## config.mk

```make
export PLATFORM = sky130hd
export DESIGN_NAME = mc_ctrl
export DESIGN_NICKNAME = d
export VERILOG_FILES = /design/src/rtl/mc_ctrl.sv
export SDC_FILE = /design/constraint.sdc
export NUM_CORES = 1
export LEC_CHECK = 0
export CORE_MARGIN = 5
export CORE_UTILIZATION = 47
export DETAILED_ROUTE_END_ITERATION = 10
export PLACE_DENSITY = 0.84
export SKIP_CTS_REPAIR_TIMING = 1
export SYNTH_ARGS = -nofsm -noshare
export SYNTH_HDL_FRONTEND = slang
export SYNTH_SLANG_ARGS = --single-unit
export TNS_END_PERCENT = 1
```

## constraint.sdc

```tcl
create_clock -name clk -period 1.95 [get_ports clk]
set_clock_uncertainty 0.15 [all_clocks]
set_input_delay 0.39 -clock clk [delete_from_list [all_inputs] [get_ports clk]]
set_output_delay 0.39 -clock clk [all_outputs]
set_load 0.02 [all_outputs]
```

## src/rtl/mc_ctrl.sv

```systemverilog
// Multi-cycle main controller: sequences fetch/decode/execute/memory/writeback
// and drives datapath enables, mux selects and ALU op, with a memory watchdog.
module mc_ctrl #(
    parameter int MEM_TIMEOUT = 255,
    parameter int TO_W        = 8
) (
    input  logic       clk,
    input  logic       rst,
    input  logic [5:0] opcode,
    input  logic       zero,
    input  logic       mem_ready,
    output logic       pc_ce,
    output logic       ir_ce,
    output logic       mem_rd,
    output logic       mem_wr,
    output logic       iord,
    output logic       reg_wr,
    output logic       reg_dst,
    output logic       mem_to_reg,
    output logic       alu_src_a,
    output logic [1:0] alu_src_b,
    output logic [2:0] alu_op,
    output logic [1:0] pc_src,
    output logic [3:0] state,
    output logic       instr_done,
    output logic       illegal,
    output logic       mem_fault
);

    typedef enum logic [3:0] {
        S_IF  = 4'd0,  S_ID  = 4'd1,  S_MA  = 4'd2,  S_MRD = 4'd3,
        S_WBL = 4'd4,  S_MWR = 4'd5,  S_EXR = 4'd6,  S_WBR = 4'd7,
        S_BR  = 4'd8,  S_JMP = 4'd9,  S_EXI = 4'd10, S_WBI = 4'd11
    } state_t;

    localparam logic [5:0] OP_R    = 6'b000000;
    localparam logic [5:0] OP_LW   = 6'b100011;
    localparam logic [5:0] OP_SW   = 6'b101011;
    localparam logic [5:0] OP_BEQ  = 6'b000100;
    localparam logic [5:0] OP_BNE  = 6'b000101;
    localparam logic [5:0] OP_J    = 6'b000010;
    localparam logic [5:0] OP_ADDI = 6'b001000;
    localparam logic [5:0] OP_ANDI = 6'b001100;
    localparam logic [5:0] OP_ORI  = 6'b001101;
    localparam logic [5:0] OP_SLTI = 6'b001010;

    localparam logic [2:0] ALU_ADD = 3'b000;
    localparam logic [2:0] ALU_SUB = 3'b001;
    localparam logic [2:0] ALU_FN  = 3'b010;
    localparam logic [2:0] ALU_OR  = 3'b011;
    localparam logic [2:0] ALU_AND = 3'b100;
    localparam logic [2:0] ALU_SLT = 3'b101;

    localparam logic [TO_W-1:0] WD_LAST = TO_W'((MEM_TIMEOUT == 0) ? 0 : MEM_TIMEOUT - 1);

    state_t          state_q, state_d;
    logic [TO_W-1:0] wd_q, wd_d;
    logic            fault_q, fault_d;

    logic pc_ce_en, ir_ce_en, mem_wr_en, reg_wr_en, done_en, illegal_en;
    logic mem_wait;

    always_comb begin
        state_d    = state_q;
        wd_d       = '0;
        fault_d    = fault_q;
        pc_ce_en   = 1'b0;
        ir_ce_en   = 1'b0;
        mem_rd     = 1'b0;
        mem_wr_en  = 1'b0;
        iord       = 1'b0;
        reg_wr_en  = 1'b0;
        reg_dst    = 1'b0;
        mem_to_reg = 1'b0;
        alu_src_a  = 1'b0;
        alu_src_b  = 2'b00;
        alu_op     = ALU_ADD;
        pc_src     = 2'b00;
        done_en    = 1'b0;
        illegal_en = 1'b0;
        mem_wait   = 1'b0;

        case (state_q)
            S_IF: begin
                mem_rd    = 1'b1;
                alu_src_b = 2'b01;
                mem_wait  = ~mem_ready;
                if (mem_ready) begin
                    pc_ce_en = 1'b1;
                    ir_ce_en = 1'b1;
                    state_d  = S_ID;
                end
            end
            S_ID: begin
                // Precompute branch target into ALUOut while decoding.
                alu_src_b = 2'b11;
                case (opcode)
                    OP_R:                             state_d = S_EXR;
                    OP_LW, OP_SW:                     state_d = S_MA;
                    OP_BEQ, OP_BNE:                   state_d = S_BR;
                    OP_J:                             state_d = S_JMP;
                    OP_ADDI, OP_ANDI, OP_ORI, OP_SLTI: state_d = S_EXI;
                    default: begin
                        illegal_en = 1'b1;
                        state_d    = S_IF;
                    end
                endcase
            end
            S_MA: begin
                alu_src_a = 1'b1;
                alu_src_b = 2'b10;
                state_d   = (opcode == OP_SW) ? S_MWR : S_MRD;
            end
            S_MRD: begin
                mem_rd   = 1'b1;
                iord     = 1'b1;
                mem_wait = ~mem_ready;
                if (mem_ready) state_d = S_WBL;
            end
            S_WBL: begin
                reg_wr_en  = 1'b1;
                mem_to_reg = 1'b1;
                done_en    = 1'b1;
                state_d    = S_IF;
            end
            S_MWR: begin
                mem_wr_en = 1'b1;
                iord      = 1'b1;
                mem_wait  = ~mem_ready;
                if (mem_ready) begin
                    done_en = 1'b1;
                    state_d = S_IF;
                end
            end
            S_EXR: begin
                alu_src_a = 1'b1;
                alu_op    = ALU_FN;
                state_d   = S_WBR;
            end
            S_WBR: begin
                reg_wr_en = 1'b1;
                reg_dst   = 1'b1;
                done_en   = 1'b1;
                state_d   = S_IF;
            end
            S_BR: begin
                alu_src_a = 1'b1;
                alu_op    = ALU_SUB;
                pc_src    = 2'b01;
                pc_ce_en  = (opcode == OP_BNE) ? ~zero : zero;
                done_en   = 1'b1;
                state_d   = S_IF;
            end
            S_JMP: begin
                pc_src   = 2'b10;
                pc_ce_en = 1'b1;
                done_en  = 1'b1;
                state_d  = S_IF;
            end
            S_EXI: begin
                alu_src_a = 1'b1;
                alu_src_b = 2'b10;
                case (opcode)
                    OP_ANDI: alu_op = ALU_AND;
                    OP_ORI:  alu_op = ALU_OR;
                    OP_SLTI: alu_op = ALU_SLT;
                    default: alu_op = ALU_ADD;
                endcase
                state_d = S_WBI;
            end
            S_WBI: begin
                reg_wr_en = 1'b1;
                done_en   = 1'b1;
                state_d   = S_IF;
            end
            default: state_d = S_IF;
        endcase

        // A wait that reaches the limit abandons the instruction; mem_ready on
        // the same cycle keeps mem_wait low, so a late response still wins.
        if (mem_wait && (MEM_TIMEOUT != 0)) begin
            if (wd_q == WD_LAST) begin
                fault_d = 1'b1;
                state_d = S_IF;
            end else begin
                wd_d = wd_q + TO_W'(1);
            end
        end
    end

    always_ff @(posedge clk or posedge rst) begin
        if (rst) begin
            state_q <= S_IF;
            wd_q    <= '0;
            fault_q <= 1'b0;
        end else begin
            state_q <= state_d;
            wd_q    <= wd_d;
            fault_q <= fault_d;
        end
    end

    // Outputs decode from state, so gate enables while reset is held.
    assign pc_ce      = pc_ce_en   & ~rst;
    assign ir_ce      = ir_ce_en   & ~rst;
    assign mem_wr     = mem_wr_en  & ~rst;
    assign reg_wr     = reg_wr_en  & ~rst;
    assign instr_done = done_en    & ~rst;
    assign illegal    = illegal_en & ~rst;
    assign state      = state_q;
    assign mem_fault  = fault_q;

endmodule
```

# Yosys cells after proc, flatten, opt, wreduce, memory -nomap -nowiden
# Cells that the tools add are included.
dict set report totals {
  register_bits 13
  inputBits 10
  output_inout_bits 23
  word_cells 77
}
dict set report op_classes {
  addsub 1
  eq_ne 21
  muxes 29
  n_bitwise 9
  n_reduce_logical 14
}
# op count
set op_table {}
lappend op_table {{case mux 4 bit (7 select lines)} 1}
lappend op_table {{equality test 6 x 4 -> 1 bit (second input constant)} 4}
lappend op_table {{2-to-1 mux 4 bit} 5}
lappend op_table {{case mux 4 bit (5 select lines)} 1}
lappend op_table {{case mux 3 bit (3 select lines)} 2}
lappend op_table {{equality test 4 x 3 -> 1 bit (second input constant)} 4}
lappend op_table {{equality test 4 bit (second input constant)} 4}
lappend op_table {{2-to-1 mux 8 bit} 2}
lappend op_table {{2-to-1 mux 1 bit} 13}
lappend op_table {{equality test 6 x 3 -> 1 bit (second input constant)} 2}
lappend op_table {{equality test 6 bit (second input constant)} 2}
lappend op_table {{OR reduction 10 bit} 1}
lappend op_table {{OR reduction 2 bit} 5}
lappend op_table {{adder 8 x 1 -> 8 bit (second input constant)} 1}
lappend op_table {{equality test 4 x 2 -> 1 bit (second input constant)} 2}
lappend op_table {{equality test 8 bit (second input constant)} 1}
lappend op_table {{OR reduction 4 bit} 2}
lappend op_table {{bitwise AND 1 bit} 6}
lappend op_table {{equality test 6 x 2 -> 1 bit (second input constant)} 1}
lappend op_table {{logical NOT 6 bit} 1}
lappend op_table {{case mux 2 bit (3 select lines)} 1}
lappend op_table {{OR reduction 3 bit} 2}
lappend op_table {{OR reduction 5 bit} 1}
lappend op_table {{equality test 4 x 1 -> 1 bit (second input constant)} 1}
lappend op_table {{7 further kinds} 9}

# Logic depth before layout (Yosys ltp)
dict set report logic_depth {
  depth_word 6
  depth_mapped 6
  depth_no_buf 5
}

# Worst setup path after synthesis
# Ideal clock, no wire load.
dict set report synth_timing {
  kind {register to output}
  start {register state_q[3] (netlist: state[3])}
  end {output port instr_done}
  arrival_ns 2.051
  t_required_ns 1.410
  path_slack_ns -0.641
  path_stages_with_launch 5
  path_buffers 2
  path_cell_list {dfrtp_1 -> buf_2 -> buf_1 -> nor2_1 -> a2111oi_0}
}
dict set report synth_via {
  elab_chain_len 4
  elab_cells_between_ends 9
  classes_between {6 x eq/ne; 1 x mux; 1 x bitwise; 1 x reduce/logical}
}
# item line_no
set synth_lines {}
lappend synth_lines {{start, declared} 56} ;# state_t state_q, state_d;
lappend synth_lines {{start signal, assigned} 197} ;# state_q <= state_d;
lappend synth_lines {{equality test 4 bit / equality test 4 x 3 -> 1 bit (equally long branches)} 83} ;# case (state_q)
lappend synth_lines {{OR reduction 5 bit (no line)} -}
lappend synth_lines {{case mux 1 bit (2 select lines) *} 83}
lappend synth_lines {{bitwise AND 1 bit *} 208} ;# assign instr_done = done_en & ~rst;
lappend synth_lines {{end, declared} 25} ;# output logic instr_done,
# Every way passes the cells marked *; elsewhere a longest branch is shown, timed or not.

# Worst setup path after layout
dict set report layout_timing {
  start {register state_q[3] (netlist: state[3])}
  end {register state_q[1] (netlist: state[1])}
}
dict set report layout_via {
  elab_chain_len 4
  elab_cells_between_ends 12
  classes_between {6 x eq/ne; 4 x mux; 2 x reduce/logical}
}
# item line_no
set layout_lines {}
lappend layout_lines {{equality test 4 bit (tied with other cells)} 83}
lappend layout_lines {{case mux 4 bit (7 select lines) / OR reduction 3 bit (equally long branches)} -}
lappend layout_lines {{2-to-1 mux 4 bit / 2-to-1 mux 1 bit (equally long branches)} -}
lappend layout_lines {{2-to-1 mux 4 bit *} 181} ;# if (mem_wait && (MEM_TIMEOUT != 0)) begin
lappend layout_lines {{via state_d[1]} 56}
# The timed path passes the listed nets; every way through them passes the cells marked *.
# A chain may end at the register's enable or synchronous reset.

==> out/metrics.cfg <==
[sta]
slew_headroom_pct = 77.9
fin_crit_sh_pct = 110
max_clock_freq_mhz = 467
tightest_slew_ps = 330
period_minus_slack_ps = 2140
postLayoutSetupSlackWorst_ps = -191
finalSetupViolCount = 22
rsz0062_at_grt = yes
slew_violations = 0
hold_viol_final = 0

[worst_setup_path]
cp_slowest_stage_delay_ps = 520
r2r_start = state[3]
critical_path_required_ps = 1950
r2r_cells = 7
crit_buf_inv = 3
crit_start = state[3]
crit_type = register to register
cp_cell_sequence = buf_4 -> buf_4 -> buf_6 -> or4_4 -> o22ai_4 -> o2bb2ai_1 -> a21oi_1
cp-start-kind = register
endpoint = state[1]
regToRegEndpoint = state[1]
cp_top_family = simple AND/OR/NAND/NOR gates
cpMostUsedCell = buf_4
arrival_ps = 2140
crit_path_end_kind = register
reg2reg_slack_ps = -190
crit_fanout = 12
critPathSlowestCell = or4_4
cp.depth = 7

[die]
die-height_um = 59.3
num_rows = 17
core_um2 = 2250
io_pins = 33
start_util_pct = 50.6
fp.dieW_um = 59.3
die_area_um2 = 3510

[run_status]
status = finished, violations left
failed_checks = setup timing

[placement]
gp_congestion = 0.862
dp_hpwl_um = 2890
post-place-ws_ps = -907
portBuffers = 32

[route]
drtPass1Iterations = 4
highest_layer = met4
vias = 1318
routedWlPerCell_um = 15.5
route.met2.wl_um = 1790
wl_met1_um = 1580
drt_iter0_drc = 67
routed_wl_um = 3640
met3_length_um = 250
vias_per_cell = 5.61
ant_nets = 0
drc = 0

[layout]
multi_input_area_um2 = 843
nFillCells = 146
seqCellArea_um2 = 328
antenna_cells = 0
areaGrowthSynthToFinish_pct = 60.1
drive_above_1_share_pct = 40.1
fin_nets = 220

[pwr]
ir_drop_mv = 0.922
leakagePower_nw = 0.887
power.total_mw = 1.81
cellPowerDensity_nw_per_um2 = 990

[grt]
grtUsageTotal_pct = 22.2
grt_overflow = 0
grt_max_degree = 14
grt_pass1_vias = 1350
grt_pass1_wl_um = 6120
antenna_found_initial = 0

[yosys]
synthArstFlopShare_pct = 100
synth_cells = 145
yosysMostFrequentCell = nor2_1
synth-edff-count = 0
yosysWarnings = 0
synth_compound_area_share_pct = 20.8
synth_simple_gate_area_share_pct = 34.4
syn_avg_cell_area_um2 = 7.87
synth_flop_cell = dfrtp_1
synthTopCellsByCount = nor2_1 (19), a21oi_1 (13), dfrtp_1 (13), nand2b_1 (8)
synth_fp_nets = 157
yosys.area_share.adder_pct = 2.19
muxShareOfSynthArea_pct = 0
synth_area_leaders = dfrtp_1 (29%), nor2_1 (6.3%), a21oi_1 (5.7%)
synth_xor_area_share_pct = 6.91
ys_ff_latch = 13
synth_seq_area_share_pct = 28.5
synth_top_family_by_area = simple AND/OR/NAND/NOR gates
yosysUniqueCellTypes = 46
synth_top_area_share_pct = 28.5
synth_largest_area_cell = dfrtp_1
netlist_area_um2 = 1140

[clock_tree]
numCtsBuffers = 3
cts_tree = yes
clock_sinks = 13
clkTransAtPathRegs_ps = 70
clock_latency_ps = 270
htree_levels = 1
clockBufferDepth = 2
ctsRootBufferMaster = clkbuf_4

[worst_hold_path]
hp-class = input port to asynchronous set/reset pin

[job]
drv_cap = 0

[worst min-delay path by stage]
stage	start	slack [ps]	to
global route	rst	170	wd_q[0]
finish	rst	130	state[3]
global placement	mem_fault	290	mem_fault
CTS	mem_fault	340	mem_fault
detailed placement	mem_fault	320	mem_fault
floorplan	rst	130	mem_fault
[cells in the final DEF, fill, tap and decap left out, types with 2 or more instances in the layout]
cell / netlist / layout
a211oi_2: 0 / 2
a21oi_1: 13 / 12
a31oi_1: 3 / 3
and3_1: 2 / 2
and4_1: 2 / 2
buf_2: 4 / 7
buf_4: 0 / 43
buf_6: 2 / 5
clkbuf_2: 1 / 2
clkbuf_4: 0 / 3
clkdlybuf4s50_1: 0 / 3
dfrtp_1: 13 / 11
dfrtp_2: 0 / 2
dlymetal6s2s_1: 0 / 10
ha_1: 2 / 2
inv_1: 4 / 4
nand2_1: 7 / 7
nand2b_1: 8 / 6
nand3_1: 7 / 7
nand3b_1: 2 / 2
nand4b_1: 2 / 2
nor2_1: 19 / 15
nor2_2: 1 / 4
nor3_1: 5 / 4
nor4_1: 4 / 2
nor4_2: 0 / 2
nor4b_4: 0 / 2
o21a_1: 2 / 2
o21ai_0: 2 / 2
o32a_1: 2 / 2
xnor2_1: 3 / 3
xor2_1: 6 / 6
[power breakdown]
| part | leakage [nW] | switching (mW) | internal (mW) |
|---|---|---|---|
| sequential | 0.175 | 0.0668 | 0.316 |
| clock | 0.0150 | 0.0819 | 0.0794 |
| combinational | 0.697 | 0.676 | 0.588 |
| total | 0.887 | 0.825 | 0.983 |
[worst min-delay path, delay by kind of cell]
kind | cells | cell delay [ps]
buf+inv | 3 | 530
[sequential cells by signal, indices dropped and copies added (netlist names)]
| signal | cells |
|---|---|
| wd_q | 8 |
| state | 4 |
| mem_fault | 1 |
[metrics by stage]
stage	area [µm²]	hold slack [ps]	utilization, %	std cells	setup TNS (ps)
2_1_floorplan	1190	125	-	145	-906
3_3_place_gp	1770	291	78.4	231	-9930
3_5_place_dp	1770	318	78.4	231	-10690
4_1_cts	1790	337	79.6	235	-13530
5_1_grt	1830	166	81.0	235	-3900
6_report	1830	135	81.0	235	-1980
[logic make-up after synthesis]
group	after synthesis
AND/OR/NAND/NOR	70
flip-flops	13
buffers and inverters	16
AO/OA/AOI/OAI	35
adder cells (fa/ha/maj)	2
XOR/XNOR	9
[routing by layer]
| layer | up-vias | global-route usage [%] |
|---|---|---|
| met1 | 629 | 28.4 |
| met2 | 37 | 37.4 |
| li1 | 650 | - |
| met5 | - | 0 |
| met4 | 0 | 3.24 |
| met3 | 2 | 6.54 |
[cell type report]
type                    count  share of cell area, %
clock buffers               4                   1.44
flip-flops and latches     13                   17.9
multi-input cells         116                   46.2
inverters                   4                  0.822
well taps                  28                   1.92
repair buffers             70                   31.7
Note: power is estimated with default switching activity, not from simulation.
